**src/rtl/if_id_stage.sv**
```systemverilog
// if_id_stage: PC owner, instruction fetch and IF/ID pipeline register with stall, redirect flush and HALT
module if_id_stage #(
    parameter logic [7:0] RESET_PC = 8'h00,
    parameter int         IW       = 12,
    parameter logic [2:0] HALT_OP  = 3'b111
) (
    input  logic          clk,
    input  logic          rst,
    output logic [7:0]    imem_addr,
    input  logic [IW-1:0] imem_data,
    input  logic          stall,
    input  logic          redirect,
    input  logic [7:0]    redirect_pc,
    output logic          id_valid,
    output logic [7:0]    id_pc,
    output logic [7:0]    id_pc_plus1,
    output logic [IW-1:0] id_instr,
    output logic [2:0]    id_opcode,
    output logic [2:0]    id_rd,
    output logic [2:0]    id_rs,
    output logic [2:0]    id_imm3,
    output logic          halted
);
    typedef enum logic {RUN, HALTED} state_t;
    state_t        state, state_n;
    logic [7:0]    pc, pc_n, id_pc_n;
    logic          id_valid_n;
    logic [IW-1:0] id_instr_n;
    assign imem_addr   = pc;
    assign id_pc_plus1 = id_pc + 8'd1;
    assign id_opcode   = id_instr[IW-1 -: 3];
    assign id_rd       = id_instr[IW-4 -: 3];
    assign id_rs       = id_instr[IW-7 -: 3];
    assign id_imm3     = id_instr[IW-10 -: 3];
    assign halted      = (state == HALTED);
    // next-state: redirect beats stall beats HALTED beats normal fetch
    always_comb begin
        state_n    = state;
        pc_n       = pc;
        id_valid_n = id_valid;
        id_pc_n    = id_pc;
        id_instr_n = id_instr;
        if (redirect) begin
            pc_n       = redirect_pc;
            id_valid_n = 1'b0;
            state_n    = RUN;
        end else if (!stall) begin
            if (state == HALTED) begin
                id_valid_n = 1'b0;
            end else begin
                id_valid_n = 1'b1;
                id_pc_n    = pc;
                id_instr_n = imem_data;
                state_n    = (imem_data[IW-1 -: 3] == HALT_OP) ? HALTED : RUN;
                pc_n       = (imem_data[IW-1 -: 3] == HALT_OP) ? pc : pc + 8'd1;
            end
        end
    end
    // state, PC and IF/ID registers
    always_ff @(posedge clk) begin
        if (rst) begin
            state    <= RUN;
            pc       <= RESET_PC;
            id_valid <= 1'b0;
            id_pc    <= 8'h00;
            id_instr <= '0;
        end else begin
            state    <= state_n;
            pc       <= pc_n;
            id_valid <= id_valid_n;
            id_pc    <= id_pc_n;
            id_instr <= id_instr_n;
        end
    end
endmodule

```
**config.mk**
```make
export PLATFORM = sky130hd
export DESIGN_NAME = if_id_stage
export DESIGN_NICKNAME = d
export VERILOG_FILES = /design/src/rtl/if_id_stage.sv
export SDC_FILE = /design/constraint.sdc
export NUM_CORES = 1
export LEC_CHECK = 0
export ABC_AREA = 1
export CAP_MARGIN = 20
export CORE_ASPECT_RATIO = 0.6
export CORE_MARGIN = 8
export CORE_UTILIZATION = 40
export CTS_CLUSTER_SIZE = 28
export DETAILED_ROUTE_END_ITERATION = 10
export GPL_ROUTABILITY_DRIVEN = 0
export GPL_TIMING_DRIVEN = 0
export PLACE_DENSITY = 0.8
export SYNTH_ARGS = -nofsm -noshare
export SYNTH_HDL_FRONTEND = slang
export SYNTH_SLANG_ARGS = --single-unit
```
**constraint.sdc**
```tcl
create_clock -name clk -period 1.45 [get_ports clk]
set_input_delay 0.29 -clock clk [delete_from_list [all_inputs] [get_ports clk]]
set_output_delay 0.29 -clock clk [all_outputs]
set_load 0.02 [all_outputs]
```
Word-level counts from Yosys, hierarchy flattened
Index checks and enable logic that the tools add are counted. W data, S select, Z words.

Output and inout port bits: 50. Bits in registers: 30. Logic and storage cells: 24. Input bits: 24.

Bitwise logic cells: 3. Mux-type cells: 7. Add/sub/neg operators: 2. Equal/unequal tests: 4. Reductions and logical operators: 3.

Operator list (count): $mux W8 (4); $add A8 B1 Y8 const B (2); $reduce_and A3 Y1 (2); $ne A2 B2 Y1 const B (2); $eq A3 B3 Y1 const B (1); $mux W1 (3); $not A1 Y1 (3); $ne A2 B1 Y1 const B (1); $reduce_or A2 Y1 (1).

Logic depth before layout (Yosys ltp)
Depth in word-level cells: 5. Gate-level depth with buffers: 8. Mapped depth without buffers: 8.

Worst setup path before layout
Ideal clock, no wire load.

Path type: reg-to-output. Start: reg id_pc[1]. End: out id_pc_plus1[6]. Arrival time: 1360 ps. Data required time: 1160 ps. Cell stages (with the launch flop): 5. Setup slack: -200 ps. Path buffers: 0. Cells stage by stage: dfxtp_1 ha_1 nand3_1 nor3_1 xor2_1.

Word-level cells in the longest chain between the ends: 1.

Ends and longest elaborated chain: from (decl) (RTL line 15) `output logic [7:0] id_pc,`; from (signal assigned) (RTL line 71) `id_pc <= id_pc_n;`; $add A8 B1 Y8 (RTL line 30) `assign id_pc_plus1 = id_pc + 8'd1;`; to (decl) (RTL line 16) `output logic [7:0] id_pc_plus1,`.

No other way between the ends.

Final worst setup path
Start: reg id_pc[1]. End: out id_pc_plus1[7].

Same word-level chain as after synthesis.

==> run summary <==
Max_slew headroom -> 77.1%
Dpl cell area -> 0.00232 mm2
YS warnings -> 0
Reg power frac -> 42.6%
Unique masters post-synth -> 29
Period utilization -> 114%
Tot GR Track Use -> 15.0%
Worst r2r src -> imem_addr[1]$_SDFFE_PP0P_
CORE AREA -> 0.00364 mm2
H-Tree Depth -> 2
Starting Density -> 41.3%
Setup crit start -> id_pc[1]$_SDFFE_PP0P_
Commonest non-fill, non-tap cells in the layout -> 42 x nor2_1, 41 x dlygate4sd2_1, 25 x nand2_1, 25 x dfxtp_1
Tmin final -> 1.65 ns
Final ANT Viol Nets -> 0
HPWL Detailed -> 3650 um
Initial DRC Count -> 130
Cell Rows -> 17
# port buffers -> 73
Pwr Density -> 899 mW/mm2
WL per Instance -> 13.8 um
Clk pwr share -> 32.0%
Vias -> 1,614
CP startpoint kind -> flop
Syn avg cell area -> 7.37 um2
CTS buffer count -> 5
Max Cap Violations -> 0
WS Path Type -> reg2out
Mapped cell area -> 0.00150 mm2
CTS Hold Bufs -> 0
Maximum VDD drop -> 0.000544 V
Hold/Removal Path Class -> reg2reg
Power Internal -> 1.52 mW
Fmax -> 0.605 GHz
Nets -> 315
Design area -> 0.00244 mm2
Critical Path RT -> 1.16 ns
Setup ws final -> -0.202 ns
Switching share of power -> 31.0%
# diodes -> 0
Number of global-route vias before repair -> 1,471
Initial antenna violation count -> 0
Net Count, Synth -> 230
CTS root buf -> clkbuf_8
Ys flop type -> dfxtp_1
#FFs+latches synth -> 30
Synth async-reset ratio -> 0%
Worst-margin pin slew -> 0.343 ns
I/O pin cnt -> 74
Final WL -> 4640 um
# fillers -> 335
CTS tree -> built
P_sw -> 0.682 mW
GR Overflow Total -> 0
Total negative slack -> -0.777 ns
Mapped Cells -> 204
Leakage Power -> 1.20 nW
Final hold slack -> 0.496 ns
Critical Path Sink Type -> output pin
Drt first pass iters -> 4
RSZ-0062 raised after global routing -> true
Final hold vios -> 0
Hold Crit Start -> id_valid$_SDFFE_PP0N_
Register Area -> 614 um2
Layout cells sized above 1 -> 21.4%
Largest net degree at the start of global routing -> 11
Area of the multi-input gates -> 781 um2
Chip width -> 95.1 um
First-pass GRT wire length -> 7130 um
Failing checks -> setup timing
Residual DRC -> 0
Die Span Y -> 63.5 um
Clock Latency Late Sink -> 0.28 ns
Sequential area share after synthesis -> 40.0%
Die ar. -> 0.00604 mm2
Logic pwr share -> 25.4%
Max FO, Critical Path -> 4
Crit path arrival time -> 1.36 ns
Clock-pin slew on the worst setup and hold paths -> 0.06 ns
Commonest non-fill, non-tap cell in the layout -> nor2_1
Max-slew violation count -> 0
Area grow syn2layout -> 62.6%
Worst clock skew -> 0.00157 ns
Final setup fails -> 5
Status -> finished, violations left
EDFF count, synth -> 0
Sinks on the clock net -> 30
Avg Vias per Cell -> 4.79
CTS Buffer Depth -> 2
-- kinds of logic (layout without fill, tap and decap cells) --
kind of cell | count (synthesis) | in the layout | share of synthesized area, %
AO/OA/AOI/OAI | 40 | 40 | 14.5
buffers and inverters | 34 | 120 | 13.2
flip-flops | 30 | 30 | 40.0
adder cells (fa/ha/maj) | 2 | 2 | 1.67
AND/OR/NAND/NOR | 92 | 92 | 27.2
XOR/XNOR | 6 | 6 | 3.50
-- cells in the mapped netlist (2+ instances only) --
cell type / n / area, um2
buf_2: 3 / 15.0
inv_2: 3 / 11.3
nand2_1: 25 / 93.8
buf_6: 2 / 22.5
nand2_2: 2 / 12.5
nor2_1: 43 / 161
dfxtp_1: 30 / 601
ha_1: 2 / 25.0
inv_1: 12 / 45.0
nand3_1: 14 / 70.1
a21oi_1: 11 / 55.1
xor2_1: 5 / 43.8
buf_4: 13 / 97.6
o21ai_0: 7 / 35.0
o21ai_1: 18 / 90.1
-- power groups by stage --
stage | Sequential (mW) | Combinational [mW] | Clock [mW]
floorplan | 1.01 | 0.251 | 0
global placement | 0.954 | 0.598 | 0
detailed placement | 0.956 | 0.607 | 0
CTS | 0.937 | 0.551 | 0.720
global route | 0.945 | 0.604 | 0.752
finish | 0.937 | 0.558 | 0.703
-- metal layers --
layer | part of all wire [%] | vias to the layer above | GRT usage, %
met2 | 44 | 67 | 23.5
met3 | 12 | 4 | 5.56
met5 | 0 | - | 0
li1 | - | 817 | -
met4 | 0.82 | 0 | 4.64
met1 | 43 | 726 | 18.6
-- flip-flops by register name, indices dropped and copies added (netlist names) --
signal	count
id_instr	12
id_pc	8
imem_addr	8
halted	1
id_valid	1
-- final timing paths --
check                                   end  slack, ns  cells after the start
setup / recovery             id_pc_plus1[7]      -0.20                      5
hold reg to reg       id_valid$_SDFFE_PP0N_       0.50                      2
hold / removal        id_valid$_SDFFE_PP0N_       0.50                      2
setup reg to reg  imem_addr[6]$_SDFFE_PP0P_       0.16                      7
-- per-stage QoR --
step | setup WS, ns | total power, mW | utilization, % | cells
6_report | -0.202 | 2.20 | 67.2 | 337
5_1_grt | -0.269 | 2.30 | 67.2 | 337
4_1_cts | -0.263 | 2.21 | 66.1 | 334
3_5_place_dp | -0.529 | 1.56 | 63.9 | 324
3_3_place_gp | -0.488 | 1.55 | 63.9 | 324
2_1_floorplan | 0.00612 | 1.26 | - | 204
-- final cells by class --
type / instances / area share (%)
Timing Repair Buffer: 78 / 28.7
Clock inverter: 1 / 0.205
Buffer: 18 / 5.53
Multi-Input combinational cell: 140 / 32.0
Tap cell: 47 / 2.41
Clock buffer: 7 / 3.53
Sequential cell: 30 / 25.1
Inverter: 16 / 2.56
-- what timing repair did --
action / in CTS / in global routing
hold endpoints to repair: 0 / 0
buffers inserted: 2 / 3
gates resized for setup: 88 / 6
setup endpoints to repair: 50 / 19
pin swaps: 6 / 2
-- worst max-delay path, cell delays in order, from the launching register on --
cell and delay (ns):
dfxtp_4 0.38, nand3_2 0.13, nor2_4 0.14, nand4_1 0.13, xnor2_2 0.15, buf_4 0.16
No activity file was read; power rests on OpenSTA's default activity.
